<file path="config.mk">
export PLATFORM = sky130hd
export DESIGN_NAME = prim_lfsr_bank
export DESIGN_NICKNAME = d
export VERILOG_FILES = /design/src/rtl/prim_lfsr_bank.sv
export SDC_FILE = /design/constraint.sdc
export NUM_CORES = 1
export LEC_CHECK = 0
export ABC_CLOCK_PERIOD_IN_PS = 6300
export CORE_MARGIN = 5
export CORE_UTILIZATION = 30
export DETAILED_ROUTE_END_ITERATION = 6
export GPL_ROUTABILITY_DRIVEN = 1
export GPL_TIMING_DRIVEN = 0
export SYNTH_ARGS = -nofsm -noshare
export SYNTH_HDL_FRONTEND = slang
export SYNTH_SLANG_ARGS = --single-unit
</file>
<file path="constraint.sdc">
create_clock -name clk_i -period 6.3 [get_ports clk_i]
set_input_delay 1.26 -clock clk_i [delete_from_list [all_inputs] [get_ports clk_i]]
set_output_delay 1.26 -clock clk_i [all_outputs]
set_load 0.02 [all_outputs]
</file>
<file path="src/rtl/prim_lfsr_bank.sv">
// -----------------------------------------------------------------------------
// prim_lfsr_bank
//
// Multi-channel Galois-XOR pseudo-random generator. All channels share one tap
// mask and one seeding interface. An autonomous two-state FSM (RESEED / RUN)
// requests one seed per channel and then generates words into a valid/ready
// output register. It returns to RESEED on a step-count interval or on request.
// An all-zero channel state is replaced by DefaultSeed and flagged on lockup_o.
//
// Optional feature: when the macro PRIM_LFSR_BANK_SBOX_OUT_EN is defined, each
// output nibble is passed through the PRINCE 4-bit S-box. The output register
// latency is the same in both builds.
//
// Ports:
//   clk_i           clock
//   rst_i           asynchronous active-high reset
//   seed_req_o      seed wanted for channel seed_idx_o
//   seed_idx_o      channel being seeded
//   seed_ack_i      seed_i valid (consumed only while seed_req_o=1)
//   seed_i          seed value
//   reseed_req_i    single-cycle full reseed request (honoured in RUN)
//   en_i            generation enable
//   entropy_valid_i XOR entropy_i into this step
//   entropy_i       extra entropy applied to every channel
//   out_valid_o     out_data_o holds an unconsumed word
//   out_ready_i     consumer accepts the word
//   out_data_o      channel c at [c*StateOutDw +: StateOutDw]
//   lockup_o        one-cycle pulse per channel recovered from all-zero
// -----------------------------------------------------------------------------
module prim_lfsr_bank #(
    parameter int unsigned       NumCh          = 4,
    parameter int unsigned       LfsrDw         = 32,
    parameter int unsigned       StateOutDw     = 8,
    parameter logic [LfsrDw-1:0] Coeffs         = 32'h80200003,
    parameter logic [LfsrDw-1:0] DefaultSeed    = {{(LfsrDw-1){1'b0}}, 1'b1},
    parameter int unsigned       ReseedInterval = 1024
) (
    input  logic                                        clk_i,
    input  logic                                        rst_i,
    output logic                                        seed_req_o,
    output logic [((NumCh > 1) ? $clog2(NumCh) : 1)-1:0] seed_idx_o,
    input  logic                                        seed_ack_i,
    input  logic [LfsrDw-1:0]                           seed_i,
    input  logic                                        reseed_req_i,
    input  logic                                        en_i,
    input  logic                                        entropy_valid_i,
    input  logic [LfsrDw-1:0]                           entropy_i,
    output logic                                        out_valid_o,
    input  logic                                        out_ready_i,
    output logic [NumCh*StateOutDw-1:0]                 out_data_o,
    output logic [NumCh-1:0]                            lockup_o
);

    localparam int unsigned IdxW  = (NumCh > 1) ? $clog2(NumCh) : 1;
    localparam int unsigned CntW  = (ReseedInterval > 0) ? $clog2(ReseedInterval + 1) : 1;
    localparam int unsigned OutDw = NumCh * StateOutDw;

    typedef enum logic [0:0] {
        StReseed = 1'b0,
        StRun    = 1'b1
    } state_e;

`ifdef PRIM_LFSR_BANK_SBOX_OUT_EN
    // PRINCE 4-bit S-box.
    function automatic logic [3:0] prince_sbox(input logic [3:0] x);
        logic [3:0] y;
        case (x)
            4'h0:    y = 4'hB;
            4'h1:    y = 4'hF;
            4'h2:    y = 4'h3;
            4'h3:    y = 4'h2;
            4'h4:    y = 4'hA;
            4'h5:    y = 4'hC;
            4'h6:    y = 4'h9;
            4'h7:    y = 4'h1;
            4'h8:    y = 4'h6;
            4'h9:    y = 4'h7;
            4'hA:    y = 4'h8;
            4'hB:    y = 4'h0;
            4'hC:    y = 4'hE;
            4'hD:    y = 4'h5;
            4'hE:    y = 4'hD;
            4'hF:    y = 4'h4;
            default: y = 4'h0;
        endcase
        return y;
    endfunction
`endif

    // Output mapping applied to the low state bits of a channel.
    function automatic logic [StateOutDw-1:0] out_map(input logic [StateOutDw-1:0] s);
        logic [StateOutDw-1:0] r;
        r = s;
`ifdef PRIM_LFSR_BANK_SBOX_OUT_EN
        for (int n = 0; n < int'(StateOutDw / 4); n++) begin
            r[4*n +: 4] = prince_sbox(s[4*n +: 4]);
        end
`endif
        return r;
    endfunction

    state_e              fsm_r;
    logic [IdxW-1:0]     idx_r;
    logic                seed_req_r;
    logic [CntW-1:0]     cnt_r;
    logic [LfsrDw-1:0]   state_r [NumCh];
    logic                out_valid_r;
    logic [OutDw-1:0]    out_data_r;
    logic [NumCh-1:0]    lockup_r;

    logic [LfsrDw-1:0]   step_val_s [NumCh];
    logic [NumCh-1:0]    step_zero_s;
    logic [NumCh-1:0]    seed_sel_s;
    logic [NumCh-1:0]    lockup_next_s;
    logic [OutDw-1:0]    out_next_s;
    logic [CntW-1:0]     cnt_inc_s;
    logic                step_s;
    logic                seed_load_s;
    logic                seed_zero_s;
    logic                last_idx_s;
    logic                cnt_hit_s;
    logic                go_reseed_s;

    // Per-channel Galois step with entropy, zero-state recovery and output mapping.
    always_comb begin
        step_zero_s = {NumCh{1'b0}};
        out_next_s  = {OutDw{1'b0}};
        for (int c = 0; c < int'(NumCh); c++) begin
            logic [LfsrDw-1:0] nxt;
            nxt = (state_r[c] >> 1) ^ ({LfsrDw{state_r[c][0]}} & Coeffs)
                  ^ (entropy_valid_i ? entropy_i : {LfsrDw{1'b0}});
            step_zero_s[c] = (nxt == {LfsrDw{1'b0}});
            if (step_zero_s[c]) begin
                step_val_s[c] = DefaultSeed;
            end else begin
                step_val_s[c] = nxt;
            end
            out_next_s[c*StateOutDw +: StateOutDw] = out_map(step_val_s[c][StateOutDw-1:0]);
        end
    end

    // Handshake, step and reseed decisions.
    always_comb begin
        step_s      = (fsm_r == StRun) && en_i && (!out_valid_r || out_ready_i);
        seed_load_s = (fsm_r == StReseed) && seed_ack_i;
        seed_zero_s = (seed_i == {LfsrDw{1'b0}});
        last_idx_s  = (idx_r == IdxW'(NumCh - 1));
        cnt_inc_s   = cnt_r + {{(CntW-1){1'b0}}, 1'b1};
        // A zero interval disables the periodic reseed entirely.
        cnt_hit_s   = (ReseedInterval != 32'd0) && (32'(cnt_inc_s) == ReseedInterval);
        go_reseed_s = (fsm_r == StRun) && (reseed_req_i || (step_s && cnt_hit_s));
        for (int c = 0; c < int'(NumCh); c++) begin
            seed_sel_s[c] = seed_load_s && (idx_r == IdxW'(c));
        end
    end

    // Lockup flags for the coming cycle: from a step, or from a zero seed.
    always_comb begin
        lockup_next_s = {NumCh{1'b0}};
        if (step_s) begin
            lockup_next_s = step_zero_s;
        end else if (seed_zero_s) begin
            lockup_next_s = seed_sel_s;
        end else begin
            lockup_next_s = {NumCh{1'b0}};
        end
    end

    // Seeding / run FSM with seed index, step counter and registered seed request.
    always_ff @(posedge clk_i or posedge rst_i) begin
        if (rst_i) begin
            fsm_r      <= StReseed;
            idx_r      <= {IdxW{1'b0}};
            seed_req_r <= 1'b1;
            cnt_r      <= {CntW{1'b0}};
        end else begin
            case (fsm_r)
                StReseed: begin
                    if (seed_ack_i) begin
                        if (last_idx_s) begin
                            fsm_r      <= StRun;
                            idx_r      <= {IdxW{1'b0}};
                            seed_req_r <= 1'b0;
                        end else begin
                            idx_r <= idx_r + {{(IdxW-1){1'b0}}, 1'b1};
                        end
                    end
                end
                StRun: begin
                    if (go_reseed_s) begin
                        fsm_r      <= StReseed;
                        seed_req_r <= 1'b1;
                        cnt_r      <= {CntW{1'b0}};
                    end else if (step_s) begin
                        cnt_r <= cnt_inc_s;
                    end
                end
                default: begin
                    fsm_r      <= StReseed;
                    idx_r      <= {IdxW{1'b0}};
                    seed_req_r <= 1'b1;
                    cnt_r      <= {CntW{1'b0}};
                end
            endcase
        end
    end

    // Channel state: seed load in RESEED, Galois step in RUN.
    always_ff @(posedge clk_i or posedge rst_i) begin
        if (rst_i) begin
            for (int c = 0; c < int'(NumCh); c++) begin
                state_r[c] <= DefaultSeed;
            end
        end else begin
            for (int c = 0; c < int'(NumCh); c++) begin
                if (seed_sel_s[c]) begin
                    state_r[c] <= seed_zero_s ? DefaultSeed : seed_i;
                end else if (step_s) begin
                    state_r[c] <= step_val_s[c];
                end
            end
        end
    end

    // Output word register with valid/ready handshake and lockup pulses.
    always_ff @(posedge clk_i or posedge rst_i) begin
        if (rst_i) begin
            out_valid_r <= 1'b0;
            out_data_r  <= {OutDw{1'b0}};
            lockup_r    <= {NumCh{1'b0}};
        end else begin
            if (step_s) begin
                out_valid_r <= 1'b1;
                out_data_r  <= out_next_s;
            end else if (out_valid_r && out_ready_i) begin
                out_valid_r <= 1'b0;
            end
            lockup_r <= lockup_next_s;
        end
    end

    assign seed_req_o  = seed_req_r;
    assign seed_idx_o  = idx_r;
    assign out_valid_o = out_valid_r;
    assign out_data_o  = out_data_r;
    assign lockup_o    = lockup_r;

endmodule
</file>
Word level (Yosys, flattened, before mapping)
Cells that the tools add are included.

operators by class
  add/sub/neg operators = 2
  multiply operators = 0
  divide/modulo/power cells = 0
  $lt $le $gt $ge = 0
  eq/ne operators = 7
  shifts and indexed selects = 0
  mux-type cells = 29
  bitwise operators = 9
  reduce and logical (&&, ||, !) cells = 28

operators by type and width
  kind                                                                      number
  32-bit 2-to-1 mux                                                         14
  32-bit zero test                                                          5
  31-bit by 32-bit bitwise XOR with 32-bit output                           4
  32-bit bitwise XOR                                                        4
  11-bit 2-to-1 mux                                                         2
  2-bit nonzero test                                                        6
  11-bit by 1-bit adder with 11-bit output (second input constant)          1
  11-bit equality test (second input constant)                              1
  1-bit logical AND                                                         10
  1-bit 2-to-1 mux                                                          8
  4-bit 2-to-1 mux                                                          2
  2-bit equality test (second input constant)                               2
  2-bit inequality test (second input constant)                             2
  1-bit case mux with 2 select lines                                        2
  2-bit AND reduction                                                       2
  3-bit AND reduction                                                       1
  2-bit by 1-bit adder with 2-bit output (second input constant)            1
  2-bit by 1-bit equality test with 1-bit output (second input constant)    1
  2-bit zero test                                                           1
  1-bit logical OR                                                          2
  2-bit 2-to-1 mux                                                          1
  2-bit by 1-bit inequality test with 1-bit output (second input constant)  1
  1-bit zero test                                                           1
  1-bit inverter                                                            1

storage, ports and cells
  register bits after elaboration = 180
  latch bits = 0
  RAM bits = 0
  memory bits (read-only) = 0
  input bits = 71
  output and inout bits = 40
  logic and storage cells = 86
  memories = 0

Depth between registers and ports, before layout
Gate-level depths: netlist of the first run.

  depth after elaboration = 8
  depth in mapped cells = 11
  mapped depth without buffers = 8

Least setup slack after synthesis of the first run
No wires, ideal clock.

  path type = input port to flip-flop
  start point = in entropy_i[16]
  end point = reg out_data_r[8], in the netlist out_data_o[8]
  library setup time = 0.074 ns
  arrival time = 2.883 ns
  data required time = 6.226 ns
  setup slack = 3.342 ns
  stages on the path = 8
  buffers on the path = 1
  cell sequence = clkbuf_1 -> xnor2_1 -> a31oi_1 -> a2bb2oi_1 -> or4_1 -> a211oi_2 -> a21oi_2 -> o21ai_2

on the way
  word-level cells in the longest chain between the ends = 4

RTL lines
  item                  RTL line  RTL
  from (decl)           47        input logic [LfsrDw-1:0] entropy_i,
  32-bit 2-to-1 mux     131       ^ (entropy_valid_i ? entropy_i : {LfsrDw{1'b0}});
  32-bit bitwise XOR    131
  32-bit zero test      132       step_zero_s[c] = (nxt == {LfsrDw{1'b0}});
  32-bit 2-to-1 mux     133       if (step_zero_s[c]) begin
  to (signal assigned)  229       out_data_r <= {OutDw{1'b0}};
  to (signal assigned)  234       out_data_r <= out_next_s;
  to (decl)             108       logic [OutDw-1:0] out_data_r;

No other way between the ends.
A chain may end at the register's enable or synchronous reset.

Final worst setup path of the first run
  start point = in entropy_i[26]
  end point = reg lockup_r[2], in the netlist lockup_o[2]

on the way
  word-level cells in the longest chain between the ends = 4

RTL lines
  item                  RTL line  RTL
  32-bit 2-to-1 mux     131
  32-bit bitwise XOR    131
  32-bit zero test      132
  4-bit 2-to-1 mux      160       if (step_s) begin
  net lockup_next_s[2]  114       logic [NumCh-1:0] lockup_next_s;
  to (signal assigned)  230       lockup_r <= {NumCh{1'b0}};
  to (signal assigned)  238       lockup_r <= lockup_next_s;
  to (decl)             109       logic [NumCh-1:0] lockup_r;

The timed path passes the listed nets, and every way through them passes these cells.

==> results of run 1 <==
-- power breakdown --
part	total, mW	switching [mW]	internal, mW
combinational	3.02	1.70	1.32
sequential	2.54	0.861	1.67
clock	1.08	0.545	0.534
total	6.63	3.11	3.52
-- cell type report --
type,instances,share of cell area
Clock buffer,18,0.0308
Clock inverter,14,0.00975
Buffer,111,0.0340
Timing Repair Buffer,107,0.0764
Tap cell,525,0.0461
Inverter,5,0.00185
Sequential cell,180,0.317
Multi-Input combinational cell,1053,0.484
-- layer usage --
layer	vias to the layer above	GRT usage
met5	-	0
met4	6	0.0765
met3	96	0.0431
met2	614	0.346
met1	5827	0.311
li1	5183	-
-- metrics by stage --
step | setup slack, ps | TNS [ps] | utilization | std cells
2_1_floorplan | 161 | 0 | - | 1349
3_3_place_gp | -2580 | -450300 | 0.345 | 1980
3_5_place_dp | 2080 | 0 | 0.345 | 1981
4_1_cts | 2560 | 0 | 0.360 | 2013
5_1_grt | 2340 | 0 | 0.360 | 2013
6_report | 2410 | 0 | 0.360 | 2013
-- how the worst max path moves through the flow --
stage | end | startpoint
2_1_floorplan | cnt_r[0]$_DFFE_PP0P_ | rst_i
3_3_place_gp | state_r[15]$_DFFE_PP0P_ | rst_i
3_5_place_dp | out_data_o[16]$_DFFE_PP0P_ | entropy_i[26]
4_1_cts | out_data_o[16]$_DFFE_PP0P_ | entropy_i[26]
5_1_grt | out_data_o[16]$_DFFE_PP0P_ | entropy_i[14]
6_report | lockup_o[2]$_DFF_PP0_ | entropy_i[26]
-- critical path: stages --
cell	delay, ps
clkdlybuf4s50_1	650
buf_2	370
nand2_1	70
or4_1	410
a32oi_1	330
nand4_1	260
nor4_1	650
a22o_1	270
-- flip-flops by register name, indices dropped and copies added (netlist names) --
name and count:
state_r 128, out_data_o 32, cnt_r 11, lockup_o 4, seed_idx_o 2, fsm_r 1
out_valid_o 1, seed_req_o 1
-- kinds of logic after synthesis --
group                      count (synthesis)  share of synthesized area
AOI/OAI and AO/OA                        467                      0.248
xor gates and xnor gates                 215                      0.158
adders and majority gates                  6                    0.00630
buffers and inverters                    116                     0.0422
DFF                                      180                      0.379
muxes                                      6                    0.00504
and+or+nand+nor                          359                      0.161
-- cell usage after synthesis (2+ instances only) --
library cell,instances,area [sq um]
a22o_1,4,35.0
nor2_1,112,420
nand2_1,83,312
nand4b_1,13,114
or3_1,2,12.5
a211oi_2,2,25.0
a21o_1,3,22.5
dfstp_2,5,131
o32ai_1,4,35.0
buf_2,24,120
nand4_1,16,100
nand3b_1,8,60.1
o21a_1,3,22.5
dfrtp_1,175,4380
or4_1,6,45.0
a21oi_1,43,215
and2_1,7,43.8
o22ai_1,17,106
nor3_1,10,50.1
ha_1,6,75.1
buf_1,9,33.8
a2bb2oi_1,22,193
o21ai_1,5,25.0
inv_1,4,15.0
buf_4,8,60.1
nand3_1,25,125
xor2_1,148,1300
o21ai_0,180,901
and3_1,5,31.3
nor2b_1,6,37.5
nor4_1,15,93.8
xnor2_1,67,587
a32oi_1,6,52.6
nor4b_1,2,17.5
mux2i_1,6,60.1
a22oi_1,138,1040
a31oi_1,27,169
a221o_1,3,30.0
nand2b_1,10,62.6
o21ai_2,2,17.5
nor4bb_1,32,320
clkbuf_1,69,259
==> run metrics, run 1 <==
Yosys reg bits 180; initial antenna violation count 2; 1st-iter DRT viols 1489; Hold Vio Cnt, Final 0; synthesis-to-finish area growth 19.6%; height of the die 209 microns; headroom to the max-slew limit 0.310; antenna-violating nets left 0; Initial Util 0.301; maximum vdd ir drop 0.184 mV; R2R depth 8; clk sinks 180; Reg area 4510 sq um; critical path launch point type input port; worst hold start out_data_o[16]$_DFFE_PP0P_; count of different cell masters after synthesis 59; post-DP HPWL 38200 microns; area taken by multi-input logic gates 6900 sq um; Hold Path End out_data_o[16]$_DFFE_PP0P_; RSZ-0062 raised after global routing false; Mean Syn Cell Area 8.83 sq um; commonest cells after routing, fill and taps aside o21ai_0 (180), dfrtp_1 (175), xor2_1 (148), a22oi_1 (138), nor2_1 (112); Hold-fix buffers, CTS 0; area of placed instances 13700 sq um; Cell Area, Synth 11900 sq um; Worst-path clk slew 70 ps; EDFF count, synth 0; Hold/Removal Path Class reg -> reg; final setup fails 0; clock root buffer clkbuf_16; Tmin final 3890 ps; number of port buffers 106; main flop type after synthesis dfrtp_1; routed wl met3 4450 microns; Post-synth ARST share 1.00; sequential-to-total area share from yosys stat 0.379; Die Wd 209 microns; critical path class in -> reg; post_cts resized 0; die area 43800 sq um; Post-CTS Setup Inserts 0; Max Clk Rate 257 MHz; Skew-Pair Late Insertion Delay 470 ps; GRT Total Usage 0.223; # nets final 1552; vias in the first global route 11100; syn nets 1426; Max Root-Sink Buffers 2; via-per-instance ratio 5.83; crit path capture type flip-flop; skew final 14.7 ps; count of boundary I/O pins 111; PwrDens 466 nW/um^2; status finished, final reports clean; Slew Viols, Final 0; critical-path maximum fanout 10; Slew @ Worst Pin 1030 ps; met2 WL 22500 microns; total core area 39500 sq um; Fin Hold WS 481 ps; Ys Warns 0; first-pass GRT wire length 73700 microns; number of vias in the routed layout 11700; Synth Instances 1349; worst path required time 6690 ps; ANT cells 0; Post-Layout Inst Area 14200 sq um; grt total ovfl 0; DRC 0; H-tree Lvls 4; Filler cells 4023; worst r2r src state_r[96]$_DFFE_PP1P_; flop2flop setup slack 3240 ps; DRT Pass-1 Iters 6; commonest non-fill, non-tap cell in the layout o21ai_0; Cell Rows 73; period utilisation layout 0.617; DRT Wirelength 50000 microns; Inserted Clock Buffers 17; largest net degree at the start of global routing 92; worst reg2reg path endpoint out_data_o[0]$_DFFE_PP0P_; highest routed metal layer met5; placer's final routability congestion estimate 0.974; Data arrival, critical path 4280 ps; total power 6.63 mW; max-cap violation count 0; DRT met1 WL 21500 microns; Min-Delay Path Depth 2; Leak 5.53 nW; share of layout cells above drive strength 1 0.0558; Routed wire per std cell 24.8 microns; CTS tree built
(Power assumes the default switching activity.)
==> run 2: changes to the inputs <==
--- a/config.mk
+++ b/config.mk
@@ -5,7 +5,7 @@
 export SDC_FILE = /design/constraint.sdc
 export NUM_CORES = 1
 export LEC_CHECK = 0
-export ABC_CLOCK_PERIOD_IN_PS = 6300
+export ABC_CLOCK_PERIOD_IN_PS = 3900
 export CORE_MARGIN = 5
 export CORE_UTILIZATION = 30
 export DETAILED_ROUTE_END_ITERATION = 6
==> constraint.sdc (replaced) <==
create_clock -name clk_i -period 3.9 [get_ports clk_i]
set_input_delay 0.78 -clock clk_i [delete_from_list [all_inputs] [get_ports clk_i]]
set_output_delay 0.78 -clock clk_i [all_outputs]
set_load 0.02 [all_outputs]
==> run 2 against run 1 <==
Power is 64% higher. Non-clock buffer count is 3 higher. Register-to-register slack worse by 2300 ps. Sequential share of layout area is 0.20 points lower. Setup slack worse by 1800 ps. Sequential cell count stayed put. Global-route usage is 0.10 points lower. Die area stayed put. Combinational power is 62% higher. Clock power is 74% higher. Via count is 0.17% higher. Routed wire length is 0.17% lower.
==> run metrics, run 2 (synthesized netlist as in run 1, its figures left out) <==
Max Root-Sink Buffers 2 (unchanged); CTS tree built; worst reg2reg path endpoint lockup_o[2]$_DFF_PP0_; GRT Total Usage 0.222 (-0.00102); DRT Pass-1 Iters 5 (-1); post_cts resized 0 (unchanged); post-DP HPWL 38400 microns (+0.43%); Hold-fix buffers, CTS 0 (unchanged); met2 WL 22400 microns (-0.74%); Max Clk Rate 303 MHz; Sequential Power Share 0.377 (-0.005); Worst-path clk slew 80 ps (about the same); crit path capture type flip-flop; Psw 5.05 mW (+62%); worst hold start out_data_o[24]$_DFFE_PP0P_; commonest cells after routing, fill and taps aside o21ai_0 (180), dfrtp_1 (175), xor2_1 (148), a22oi_1 (138), nor2_1 (112); Cell Count, Final, Fillers Out 2016 (+0.15%); placer's final routability congestion estimate 0.987 (+1.3%); Data arrival, critical path 3700 ps (-580 ps); vias in the first global route 11200 (+0.96%); number of vias in the routed layout 11700 (+0.17%); Routed wire per std cell 24.8 microns (-0.32%); Hold Vio Cnt, Final 0 (unchanged); final setup fails 0 (unchanged); critical path, cell by cell clkdlybuf4s50_1 -> buf_2 -> nand2_1 -> or4_1 -> a32oi_1 -> nand4_1 -> nor4_1 -> a22o_1; worst r2r src state_r[32]$_DFFE_PP1P_; height of the die 209 microns (unchanged); H-tree Lvls 4 (unchanged); synthesis-to-finish area growth 20.4%; max reg flops 128 (unchanged); max-cap violation count 0 (unchanged); Inserted Clock Buffers 17 (unchanged); count of boundary I/O pins 111 (unchanged); # nets final 1555 (+0.19%); total core area 39500 sq um (unchanged); Min-Delay Path Depth 2 (unchanged); highest routed metal layer met4; Die Wd 209 microns (unchanged); Skew-Pair Late Insertion Delay 450 ps (-20 ps); Switching Share 0.465 (-0.00406); Fin Hold WS 471 ps (-10.5 ps); Hold Path End out_data_o[24]$_DFFE_PP0P_; grt total ovfl 0 (unchanged); largest net degree at the start of global routing 41 (-55%); DRT Wirelength 49900 microns (-0.17%); Placed Cells 1984 (+0.15%); Slew @ Worst Pin 983 ps (-52.0 ps); Hold/Removal Path Class reg -> reg; number of port buffers 106 (unchanged); commonest non-fill, non-tap cell in the layout o21ai_0; critical path class in -> reg; clock root buffer clkbuf_16; DRC 0 (unchanged); total power 10.9 mW (+64%); Post-CTS Setup Inserts 0 (unchanged); Initial Util 0.301 (unchanged); antenna-violating nets left 0 (unchanged); Leak 5.57 nW (+0.66%); Tmin final 3310 ps; highest-delay cell along the critical path clkdlybuf4s50_1; Slew Viols, Final 0 (unchanged); Cell Rows 73 (unchanged); critical-path maximum fanout 10 (unchanged); skew final 17.5 ps (+2.79 ps); Critical Path Max Stage Delay 620 ps (-30 ps); headroom to the max-slew limit 0.345 (+0.0347); R2R depth 6 (-2); first-pass GRT wire length 74200 microns (+0.65%); routed wl met3 4220 microns (-5.2%); RSZ-0062 raised after global routing false; die area 43800 sq um (unchanged); clk sinks 180 (unchanged); critical path launch point type input port; Pint 5.81 mW (+65%); PwrDens 758 nW/um^2 (+63%); Comb power frac 0.450 (-0.005); worst path required time 4290 ps (-2400 ps); share of layout cells above drive strength 1 0.0577 (+0.00190); flop2flop setup slack 960 ps (-2280 ps); 1st-iter DRT viols 1144 (-23%); Biggest register state_r; initial antenna violation count 0 (-2); DRT met1 WL 21700 microns (+1.0%); status finished, final reports clean; period utilisation layout 0.848; maximum vdd ir drop 0.275 mV (+49%); clock share of power 0.173 (+0.010); post-layout util 0.362 (+0.00234); ANT cells 0 (unchanged); via-per-instance ratio 5.83 (about the same)
run 2: changes by cell type in the layout (fill, tap and decap cells not counted), sizes merged:
cell      before  now
bufinv         0    2
clkbuf        87   86
inv           11   10
buf           43   46
clkinv         5    3
clkinvlp       3    5
run 2: power groups by stage:
stage               Clock (mW)  Combinational [mW]  Sequential, mW
global placement             0                4.69            4.04
floorplan                    0                3.06            3.75
detailed placement           0                4.81            4.07
CTS                       1.89                4.83            4.04
finish                    1.88                4.89            4.10
global route              1.98                5.31            4.17
run 2: worst max-delay path by stage:
stage | cells past startpoint | end | from
2_1_floorplan | 1 | cnt_r[0]$_DFFE_PP0P_ | rst_i
3_3_place_gp | 2 | state_r[60]$_DFFE_PP0P_ | rst_i
3_5_place_dp | 9 | out_data_o[16]$_DFFE_PP0P_ | entropy_i[26]
4_1_cts | 9 | out_data_o[16]$_DFFE_PP0P_ | entropy_i[26]
5_1_grt | 9 | out_data_o[16]$_DFFE_PP0P_ | entropy_i[22]
6_report | 8 | lockup_o[2]$_DFF_PP0_ | entropy_i[26]
run 2: metal layers:
layer,up-vias,global-route usage
met5,-,0
met3,102,0.0425
met4,0,0.0725
li1,5201,-
met2,625,0.344
met1,5818,0.312
run 2: cell type report:
cell class	count	area (sq um)
fill	3980	25200
buffer	111	484
tap	525	657
sequential	180	4510
inverter	5	22.5
clock inverter	15	196
multi-input combinational	1053	6900
clock buffer	17	425
timing repair buffer	110	1140
run 2: worst max-delay path, delay by kind of cell:
family,cells,cell delay [ps]
and+or+nand+nor,4,1330
buffers and inverters,2,980
AOI/OAI and AO/OA,2,610
run 2: per-stage QoR:
stage / setup WS [ps] / TNS, ps / cell area [sq um]
floorplan: 815 / 0 / 11900
global placement: -805 / -136580 / 13600
detailed placement: 189 / 0 / 13700
CTS: 667 / 0 / 14300
global route: 435 / 0 / 14300
finish: 595 / 0 / 14300
